`src/rtl/fifo_port_master.sv`:
```
`default_nettype none
// ============================================================================
// Module      : fifo_port_master
// Description : Initiator for a single-port FIFO (shared wnr/en/in/out port).
//               Splits the port into a valid/ready producer stream and a
//               valid/ready consumer stream. A priority bit arbitrates the
//               shared port each cycle. A 2-entry skid buffer absorbs the
//               FIFO's one-cycle registered read latency.
// Revision    : 1.0 - initial release
// ============================================================================
module fifo_port_master #(
    parameter int BUS_WIDTH = 4
) (
    input  logic                 clk,
    input  logic                 rst,
    input  logic                 s_valid,
    input  logic [BUS_WIDTH-1:0] s_data,
    output logic                 s_ready,
    output logic                 m_valid,
    output logic [BUS_WIDTH-1:0] m_data,
    input  logic                 m_ready,
    output logic                 fifo_wnr,
    output logic                 fifo_en,
    output logic [BUS_WIDTH-1:0] fifo_in,
    input  logic [BUS_WIDTH-1:0] fifo_out,
    input  logic                 fifo_full,
    input  logic                 fifo_empty
);

    // Arbitration and skid-buffer state
    logic                 r_prio;     // 0: write preferred, 1: read preferred
    logic                 r_rd_pend;  // read issued last cycle, data on fifo_out now
    logic                 r_head;     // index of oldest buffered word
    logic [1:0]           r_occ;      // buffered words, 0..2
    logic [BUS_WIDTH-1:0] r_buf [2];

    logic       w_pop;
    logic [2:0] w_level;
    logic       w_space;
    logic       w_read_want;
    logic       w_write_ok;
    logic       w_contend;
    logic       w_rd_issue;
    logic       w_tail;

    // Consumer side: the buffer head is always presented
    assign m_valid = (r_occ != 2'd0);
    assign m_data  = r_buf[r_head];
    assign w_pop   = m_valid && m_ready;

    // Words that will be held once everything already in flight lands; a new
    // read is only allowed if its word is guaranteed a free slot.
    assign w_level     = {1'b0, r_occ} - {2'b00, w_pop} + {2'b00, r_rd_pend};
    assign w_space     = (w_level < 3'd2);
    assign w_read_want = !fifo_empty && w_space;
    assign w_write_ok  = !fifo_full;

    // s_ready deliberately ignores s_valid so there is no comb loop upstream
    assign s_ready   = w_write_ok && !(w_read_want && r_prio);
    assign w_contend = s_valid && w_write_ok && w_read_want;
    assign fifo_in   = s_data;

    // Capture slot sits occ entries past the head (mod 2)
    assign w_tail = r_head ^ r_occ[0];

    // Issue at most one FIFO operation per cycle; nothing is issued in reset
    always_comb begin
        fifo_en  = 1'b0;
        fifo_wnr = 1'b0;
        if (!rst) begin
            if (s_valid && s_ready) begin
                fifo_en  = 1'b1;
                fifo_wnr = 1'b1;
            end else if (w_read_want) begin
                fifo_en  = 1'b1;
            end
        end
    end

    assign w_rd_issue = fifo_en && !fifo_wnr;

    // Priority, read-pending tracking and skid-buffer update
    always_ff @(posedge clk) begin
        if (rst) begin
            r_prio    <= 1'b0;
            r_rd_pend <= 1'b0;
            r_head    <= 1'b0;
            r_occ     <= 2'd0;
            r_buf[0]  <= '0;
            r_buf[1]  <= '0;
        end else begin
            if (w_contend) begin
                r_prio <= !r_prio;
            end
            r_rd_pend <= w_rd_issue;
            if (r_rd_pend) begin
                r_buf[w_tail] <= fifo_out;
            end
            if (w_pop) begin
                r_head <= !r_head;
            end
            r_occ <= r_occ + {1'b0, r_rd_pend} - {1'b0, w_pop};
        end
    end

endmodule
`default_nettype wire
```
`config.mk`:
```
export PLATFORM = sky130hd
export DESIGN_NAME = fifo_port_master
export DESIGN_NICKNAME = d
export VERILOG_FILES = /design/src/rtl/fifo_port_master.sv
export SDC_FILE = /design/constraint.sdc
export NUM_CORES = 1
export LEC_CHECK = 0
export BUFFER_PORTS_ARGS = -buffer_cell sky130_fd_sc_hd__buf_2
export CAP_MARGIN = 0
export CORE_MARGIN = 8
export CORE_UTILIZATION = 47
export DETAILED_ROUTE_END_ITERATION = 10
export PLACE_DENSITY = 0.76
export SYNTH_ARGS = -nofsm -noshare
export SYNTH_HDL_FRONTEND = slang
export SYNTH_SLANG_ARGS = --single-unit
```
`constraint.sdc`:
```
create_clock -name clk -period 2.6 [get_ports clk]
set_input_delay 0.13 -clock clk [delete_from_list [all_inputs] [get_ports clk]]
set_output_delay 0.13 -clock clk [all_outputs]
set_load 0.02 [all_outputs]
```
==> results.py, run 1 <==
metrics = {
    "outcome": {
        "status": "completed",
    },
    "layout": {
        "syn_to_final_growth_pct": 28.7,
        "layout_commonest_cell": "buf_2",
        "stdcell_count": 102,
        "fill_cells": 132,
        "final_cell_mix": "buf_2, and2_1, edfxtp_1",
        "drive_above_1_share": 0.465,
        "nets": 104,
        "n_antenna_cell": 0,
    },
    "route": {
        "drt_wl_total_mm": 1.49,
        "vias_per_cell": 5.01,
        "antenna_left": 0,
        "remaining_drc_errors": 0,
        "detail_route.first_pass.iterations": 4,
        "post_drt_wl_per_cell_microns": 14.6,
        "drt_iter0_markers": 6,
        "num_vias": 511,
    },
    "timing": {
        "skew_ns": 0.00581,
        "slew_headroom": 0.832,
        "period_share": 0.990,
        "tightestPinTransition_ns": 0.250,
        "setup_viol": 0,
        "final_hold_viol_count": 0,
        "rsz0062_at_grt": "true",
        "max_freq_mhz": 389,
        "layout_min_cycle_time_ns": 2.57,
        "maxSlewViolCount": 0,
        "finalSetupTns_ns": 0,
    },
    "die": {
        "rows": 14,
        "design.die.area_sq_mm": 0.00304,
        "die_w_microns": 55.1,
        "core-area_sq_mm": 0.00147,
        "start_util": 0.489,
        "die_h_microns": 55.1,
        "io-pin-count": 26,
    },
    "global_routing": {
        "grt_pass1_wl_mm": 2.41,
        "grt_pass1_vias": 560,
        "grtUsageTotal": 0.107,
        "grt_max_degree": 13,
        "grt_antenna_before_repair": 0,
        "overflow": 0,
    },
    "power_and_ir_drop": {
        "p_sw_mw": 0.404,
        "p_sw_frac": 0.366,
        "powerDensity_mw_per_mm2": 1190,
        "internal-power_mw": 0.701,
        "vdd_drop_max_v": 0.000810,
        "power_frac_clock": 0.112,
        "pwr-share-comb": 0.589,
        "seqPwrFrac": 0.299,
        "power.leakage_nw": 0.404,
    },
    "critical_path": {
        "cp_top_family": "adder cells",
        "path_buf_inv": 2,
        "cp.arrival_ns": 2.44,
        "slowest_stage": "fa_2",
        "critical_path.most_common_cell": "ha_4",
        "cp-start-kind": "register",
        "cp.required_ns": 2.47,
        "endpoint_kind": "output pin",
        "path_max_fanout": 3,
        "critPathKind": "register to output pin",
        "crit_chain": "o21a_2 > ha_4 > inv_2 > ha_4 > fa_2 > xnor2_4 > or3_4 > a21oi_2 > buf_6",
        "slowest_delay_ns": 0.38,
    },
    "placement": {
        "port_buffers": 17,
        "dpl.hpwl_mm": 1.09,
        "place_congestion": 0.668,
        "dp.cells": 92,
    },
    "synthesis": {
        "yosysUniqueCellTypes": 24,
        "synthesis.area_sq_um": 719,
        "yosysWarningCount": 0,
        "synth-seq-cells": 14,
        "yosysSeqAreaShare": 0.501,
        "avgSynthCellArea_sq_um": 11.2,
        "syn_nets": 81,
        "syn_inst": 64,
    },
    "clocking": {
        "tritoncts.num_buffers": 3,
        "cts.clk_slew.worst_paths_ns": 0.08,
        "root_buffer": "clkbuf_4",
        "hold_buffers": 0,
        "htree_levels": 1,
        "cts_buffer_depth": 2,
        "cts_sinks": 14,
        "tritoncts": "yes",
        "clock_latency_ns": 0.27,
    },
    "job": {
        "cap_violations": 0,
    },
    "hold_path": {
        "hp-class": "input pin to register",
    },
}
## power by group through the flow
stage          Clock [mW]  Combinational, mW  Sequential (mW)
2_1_floorplan           0              0.311            0.324
3_3_place_gp            0              0.379            0.333
3_5_place_dp            0              0.393            0.336
4_1_cts             0.126              0.532            0.328
5_1_grt             0.135              0.707            0.340
6_report            0.124              0.650            0.330
## metrics by stage
step	instance area (sq um)	setup slack, ns	util	power (mW)	hold slack [ns]
final	926	0.0270	0.629	1.10	0.145
after CTS	873	0.00921	0.594	0.986	0.140
after global routing	926	-0.0373	0.629	1.18	0.135
after global placement	791	0.249	0.537	0.712	0.260
after floorplan	719	0.198	-	0.635	0.328
after detailed placement	791	0.206	0.537	0.729	0.260
## worst paths after layout
check	slack, ns	from	to	cells past startpoint
min	0.15	fifo_out[1]	r_buf[0][1]	2
max	0.03	r_occ[0]	fifo_en	9
min reg2reg	0.57	r_prio	r_rd_pend	2
max reg2reg	0.26	r_occ[0]	r_prio	9
## logic make-up (layout without fill, tap and decap cells)
kind of cell,count (synthesis),after routing,share of synthesized area
and+or+nand+nor,26,26,0.217
DFF,14,14,0.501
buffers and inverters,9,31,0.0678
muxes,5,5,0.0783
AOI/OAI and AO/OA,4,4,0.0365
adders and majority gates,3,3,0.0626
xor gates and xnor gates,3,3,0.0365
## Yosys cell counts
| library cell | count | area (sq um) |
|---|---|---|
| and2_1 | 8 | 50.1 |
| edfxtp_1 | 8 | 240 |
| dfxtp_1 | 6 | 120 |
| nor2_1 | 5 | 18.8 |
| buf_4 | 4 | 30.0 |
| inv_1 | 4 | 15.0 |
| nor2b_1 | 4 | 25.0 |
| mux2_1 | 3 | 33.8 |
| a21oi_1 | 2 | 10.0 |
| ha_1 | 2 | 25.0 |
| mux2_2 | 2 | 22.5 |
| nand2b_1 | 2 | 12.5 |
| or2_1 | 2 | 12.5 |
| xnor2_1 | 2 | 17.5 |
| a211oi_1 | 1 | 7.51 |
| clkbuf_1 | 1 | 3.75 |
| fa_1 | 1 | 20.0 |
| nand2_1 | 1 | 3.75 |
| nor3_1 | 1 | 5.00 |
| nor3_2 | 1 | 10.0 |
| nor4_2 | 1 | 12.5 |
| o21a_2 | 1 | 8.76 |
| or3_1 | 1 | 6.26 |
| xor2_1 | 1 | 8.76 |
## flip-flops by register name, indices dropped and copies added (netlist names), named ones only
signal / count
r_head: 1
r_buf: 8
r_prio: 1
r_rd_pend: 1
r_occ: 2
## metal layers
metal | global-route usage | routed length, microns | vias to the layer above | part of all wire
met5 | 0 | 0 | - | 0
met4 | 0.0240 | 0 | 0 | 0
met3 | 0.0401 | 94 | 0 | 0.063
met2 | 0.188 | 777 | 17 | 0.52
met1 | 0.119 | 616 | 241 | 0.41
li1 | - | - | 253 | -
## timing repair
action | CTS | global route
buffers inserted | 4 | 2
pin swaps | 2 | 7
resized for setup | 8 | 5
setup endpoints to repair | 2 | 3
cloned | 0 | 0
## cell type report
class	instances	area, sq um	area share
Clock buffer	4	26.3	0.0284
Inverter	4	15.0	0.0162
Multi-Input combinational cell	41	365	0.395
Sequential cell	14	363	0.392
Tap cell	16	20.0	0.0216
Timing Repair Buffer	23	136	0.147
Power figures use the tool's default switching activity.
==> run 2: changes to the inputs <==
--- a/config.mk
+++ b/config.mk
@@ -10,7 +10,7 @@
 export CORE_MARGIN = 8
 export CORE_UTILIZATION = 47
 export DETAILED_ROUTE_END_ITERATION = 10
-export PLACE_DENSITY = 0.76
+export PLACE_DENSITY_LB_ADDON = 0.05
 export SYNTH_ARGS = -nofsm -noshare
 export SYNTH_HDL_FRONTEND = slang
 export SYNTH_SLANG_ARGS = --single-unit
==> run 2 against run 1 <==
Clock skew grew 0.0033 ns. Via count shrank 4.1%. Sequential power is essentially flat. Routed wire length shrank 3.2%. Utilization shrank 1.3 points. Setup slack gained 0.048 ns. Worst hold slack lost 0.0040 ns. Maximum frequency grew 1.9%. Clock power is essentially flat. Critical path depth is the same. Sequential cell count is the same. Critical path type unchanged. Highest routed layer is now met4.
==> results.py, run 2 (synthesized netlist as in run 1, its figures left out) <==
metrics = {
    "outcome": {
        "status": "completed",
    },
    "layout": {
        "drive_above_1_share": 0.459,
        "nets": 103,
        "final_cell_mix": "buf_2, and2_1, edfxtp_1",
        "finish.utilization": 0.616,
        "layout_commonest_cell": "buf_2",
        "syn_to_final_growth_pct": 26.1,
        "n_antenna_cell": 0,
        "top_regs": "r_buf x8, r_occ x2",
        "largest_reg_flops": 8,
        "max_flop_register": "r_buf",
    },
    "power_and_ir_drop": {
        "powerDensity_mw_per_mm2": 1110,
        "power.leakage_nw": 0.398,
        "vdd_drop_max_v": 0.000770,
    },
    "global_routing": {
        "grt_pass1_vias": 540,
        "grt_max_degree": 13,
        "grt_pass1_wl_mm": 2.39,
        "grt_antenna_before_repair": 0,
        "grtUsageTotal": 0.112,
        "met2_usage": 0.198,
        "grt.met3_usage": 0.0348,
        "overflow": 0,
        "grtUsageMet1": 0.110,
        "busiest_layer": "met2",
    },
    "clocking": {
        "cts_buffer_depth": 2,
        "cts_sinks": 14,
        "tritoncts.num_buffers": 3,
        "clock_latency_ns": 0.27,
        "root_buffer": "clkbuf_4",
        "hold_buffers": 0,
        "htree_levels": 1,
        "tritoncts": "yes",
        "cts.clk_slew.worst_paths_ns": 0.09,
    },
    "die": {
        "die_w_microns": 55.1,
        "design.die.area_sq_mm": 0.00304,
        "start_util": 0.489,
        "rows": 14,
        "io-pin-count": 26,
        "core-area_sq_mm": 0.00147,
        "die_h_microns": 55.1,
    },
    "timing": {
        "skew_ns": 0.00911,
        "setup_viol": 0,
        "maxSlewViolCount": 0,
        "final.hold.worst_slack_ns": 0.141,
        "final_hold_viol_count": 0,
        "layout_min_cycle_time_ns": 2.52,
        "rsz0062_at_grt": "false",
        "period_share": 0.971,
        "max_freq_mhz": 396,
        "slew_headroom": 0.822,
        "tightestPinTransition_ns": 0.265,
    },
    "placement": {
        "port_buffers": 17,
        "place_congestion": 0.600,
        "dpl.hpwl_mm": 1.06,
    },
    "route": {
        "drt_iter0_markers": 3,
        "detail_route.first_pass.iterations": 4,
        "remaining_drc_errors": 0,
        "antenna_left": 0,
        "drt_wl_total_mm": 1.44,
        "vias_per_cell": 4.85,
        "num_vias": 490,
        "post_drt_wl_per_cell_microns": 14.3,
    },
    "critical_path": {
        "crit_end": "fifo_en",
        "critPathKind": "register to output pin",
        "path_max_fanout": 3,
        "r2r-end": "r_rd_pend",
        "slowest_stage": "fa_2",
        "cp.arrival_ns": 2.39,
        "slowest_delay_ns": 0.35,
        "endpoint_kind": "output pin",
        "r2r_start": "r_occ[1]",
        "cp.depth": 9,
        "reg2reg_slack_ns": 0.40,
        "cp_top_family": "adder cells",
        "critical_path.most_common_cell": "ha_4",
        "ff2ff_path_depth": 9,
        "cp-start-kind": "register",
        "setup.worst_path.start": "r_occ[1]",
        "cp.required_ns": 2.47,
        "crit_chain": "o21a_2 > ha_4 > inv_2 > ha_4 > fa_2 > xnor2_2 > or3_4 > a21oi_2 > buf_6",
        "path_buf_inv": 2,
    },
    "hold_path": {
        "hp-class": "input pin to register",
    },
    "job": {
        "cap_violations": 0,
    },
}
## run 2: power breakdown
part           switching (mW)  leakage (nW)  total, mW  internal [mW]
clock network          0.0669        0.0154      0.122         0.0555
registers              0.0367         0.133      0.331          0.294
logic                   0.268         0.250      0.556          0.287
total                   0.372         0.398       1.01          0.637
## run 2: how the worst min path moves through the flow
stage / startpoint / endpoint / slack, ns / cells after the start
CTS: fifo_out[2] / r_buf[1][2] / 0.14 / 2
global route: fifo_out[2] / r_buf[1][2] / 0.14 / 2
global placement: s_data[2] / fifo_in[2] / 0.26 / 0
detailed placement: s_data[2] / fifo_in[2] / 0.26 / 0
floorplan: fifo_out[0] / r_buf[0][0] / 0.33 / 1
finish: fifo_out[2] / r_buf[1][2] / 0.14 / 2
## run 2: layout make-up
class,instances,area [sq um]
fill,133,564
timing repair buffer,22,129
inverter,4,15.0
multi-input combinational,41,354
clock inverter,1,3.75
tap,16,20.0
sequential,14,363
clock buffer,3,22.5
## run 2: what timing repair did
item / 4_1_cts / 5_1_grt
setup endpoints to repair: 2 / 2
setup buffers: 4 / 1
gates cloned: 0 / 0
gates resized for setup: 11 / 1
pin swaps: 6 / 5
## run 2: per-layer routing
| metal | vias to the layer above | wire length, microns |
|---|---|---|
| met5 | - | 0 |
| met4 | 0 | 16 |
| met3 | 2 | 123 |
| met2 | 13 | 773 |
| met1 | 221 | 527 |
| li1 | 254 | - |
## run 2: per-stage QoR
stage / cell area (sq um) / std cells / worst slack [ns] / setup TNS, ns / power, mW
5_1_grt: 907 / 101 / 0.0126 / 0 / 1.09
2_1_floorplan: 719 / 64 / 0.198 / 0 / 0.635
4_1_cts: 896 / 100 / -0.0178 / -0.0178 / 0.998
3_5_place_dp: 791 / 92 / 0.205 / 0 / 0.724
3_3_place_gp: 791 / 92 / 0.239 / 0 / 0.721
6_report: 907 / 101 / 0.0751 / 0 / 1.01
==> run 3: changes to the inputs <==
--- a/config.mk
+++ b/config.mk
@@ -11,6 +11,8 @@
 export CORE_UTILIZATION = 47
 export DETAILED_ROUTE_END_ITERATION = 10
 export PLACE_DENSITY_LB_ADDON = 0.05
+export RECOVER_POWER = 25
+export SKIP_LAST_GASP = 1
 export SYNTH_ARGS = -nofsm -noshare
 export SYNTH_HDL_FRONTEND = slang
 export SYNTH_SLANG_ARGS = --single-unit
==> run 3 against run 2 <==
Sequential power barely moved. Utilization is 0.085 points lower. Sequential cell count stayed put. Maximum frequency about the same. Critical path type unchanged. Largest power group unchanged.
==> results.py, run 3 (synthesized netlist as in run 1, its figures left out) <==
metrics = {
    "outcome": {
        "status": "completed",
    },
    "clocking": {
        "clock_latency_ns": 0.27,
        "cts_sinks": 14,
        "tritoncts": "yes",
        "cts.clk_slew.worst_paths_ns": 0.09,
        "htree_levels": 1,
        "cts_buffer_depth": 2,
        "root_buffer": "clkbuf_4",
        "tritoncts.num_buffers": 3,
    },
    "global_routing": {
        "grtUsageTotal": 0.112,
        "grt_pass1_vias": 540,
        "grt_max_degree": 13,
        "grt_antenna_before_repair": 0,
        "overflow": 0,
        "grt_pass1_wl_mm": 2.39,
    },
    "power_and_ir_drop": {
        "pwr-share-comb": 0.551,
        "power.leakage_nw": 0.395,
        "p_sw_frac": 0.370,
        "internal-power_mw": 0.634,
        "power_frac_clock": 0.122,
        "vdd_drop_max_v": 0.000770,
        "p_sw_mw": 0.372,
        "powerDensity_mw_per_mm2": 1110,
        "seqPwrFrac": 0.327,
    },
    "layout": {
        "fin_area_sq_um": 906,
        "seq_area_sq_um": 362,
        "multi_input_area_sq_um": 354,
        "largest_reg_flops": 8,
        "fill_cells": 134,
        "n_antenna_cell": 0,
        "layout_commonest_cell": "buf_2",
        "nets": 103,
        "max_flop_register": "r_buf",
        "top_regs": "r_buf x8, r_occ x2",
        "final_cell_mix": "buf_2, edfxtp_1, and2_1",
        "drive_above_1_share": 0.447,
        "syn_to_final_growth_pct": 25.9,
    },
    "route": {
        "vias_per_cell": 4.84,
        "remaining_drc_errors": 0,
        "post_drt_wl_per_cell_microns": 14.3,
        "num_vias": 489,
        "drt_iter0_markers": 3,
        "detail_route.first_pass.iterations": 4,
        "antenna_left": 0,
        "drt_wl_total_mm": 1.44,
    },
    "timing": {
        "skew_ns": 0.00927,
        "max_freq_mhz": 396,
        "final_hold_viol_count": 0,
        "setup_viol": 0,
        "layout_min_cycle_time_ns": 2.53,
        "period_share": 0.972,
        "rsz0062_at_grt": "false",
        "tightestPinTransition_ns": 0.265,
        "fin_ws_ns": 0.0736,
        "maxSlewViolCount": 0,
        "slew_headroom": 0.822,
    },
    "job": {
        "cap_violations": 0,
    },
    "placement": {
        "place_area_sq_um": 791,
        "pre_cts_slack_ns": 0.205,
        "port_buffers": 17,
        "place_congestion": 0.600,
        "dpl.hpwl_mm": 1.06,
    },
    "die": {
        "io-pin-count": 26,
        "design.die.area_sq_mm": 0.00304,
        "rows": 14,
        "core-area_sq_mm": 0.00147,
        "start_util": 0.489,
        "die_h_microns": 55.1,
        "die_w_microns": 55.1,
    },
    "critical_path": {
        "cp-start-kind": "register",
        "cp.arrival_ns": 2.40,
        "path_max_fanout": 3,
        "critPathKind": "register to output pin",
        "cp.required_ns": 2.47,
        "endpoint_kind": "output pin",
    },
    "hold_path": {
        "hp-class": "input pin to register",
    },
}
==> run 3: worst max-delay path, cell delays in order (launching register included) <==
cell and delay (ns):
dfxtp_1 0.32, o21a_2 0.24, ha_4 0.26, inv_2 0.04, ha_4 0.14, fa_2 0.35
xnor2_2 0.16, or3_4 0.34, a21oi_2 0.14, buf_6 0.13
==> run 3: worst paths after layout <==
path / startpoint / to / slack [ns] / cells after the start
max: r_occ[1] / fifo_en / 0.07 / 9
min: fifo_out[2] / r_buf[1][2] / 0.14 / 2
max reg2reg: r_occ[1] / r_rd_pend / 0.40 / 9
min reg2reg: r_head / register / 0.58 / 2
==> run 3: per-stage QoR <==
stage | util | hold WS, ns | cells | setup TNS, ns | total power, mW
after floorplan | - | 0.328 | 64 | 0 | 0.635
final | 0.616 | 0.144 | 101 | 0 | 1.01
after global routing | 0.616 | 0.140 | 101 | 0 | 1.08
after global placement | 0.537 | 0.260 | 92 | 0 | 0.721
after CTS | 0.609 | 0.135 | 100 | -0.0178 | 0.998
after detailed placement | 0.537 | 0.260 | 92 | 0 | 0.724
==> run 3: layout make-up <==
type / count / share of cell area
Multi-Input combinational cell: 41 / 0.391
Clock inverter: 1 / 0.00414
Timing Repair Buffer: 22 / 0.142
Clock buffer: 3 / 0.0249
Sequential cell: 14 / 0.399
Inverter: 4 / 0.0166
Tap cell: 16 / 0.0221
==> run 3: repair_timing <==
action | 4_1_cts | 5_1_grt
setup endpoints to repair | 2 | 2
buffers inserted | 4 | 1
cloned | 0 | 0
pin swaps | 6 | 5
resized for setup | 11 | 1
hold buffers | 0 | 0
==> run 3: metal layers <==
layer	track usage	up-vias	wire length, microns
met3	0.0348	2	123
li1	-	254	-
met5	0	-	0
met2	0.198	13	770
met1	0.110	220	534
met4	0.0720	0	16
==> run 3: power by group through the flow <==
| stage | sequential, mW | combinational, mW | clock, mW |
|---|---|---|---|
| detailed placement | 0.336 | 0.389 | 0 |
| CTS | 0.330 | 0.539 | 0.129 |
| global route | 0.336 | 0.611 | 0.137 |
| global placement | 0.335 | 0.387 | 0 |
| floorplan | 0.324 | 0.311 | 0 |
| finish | 0.329 | 0.555 | 0.122 |
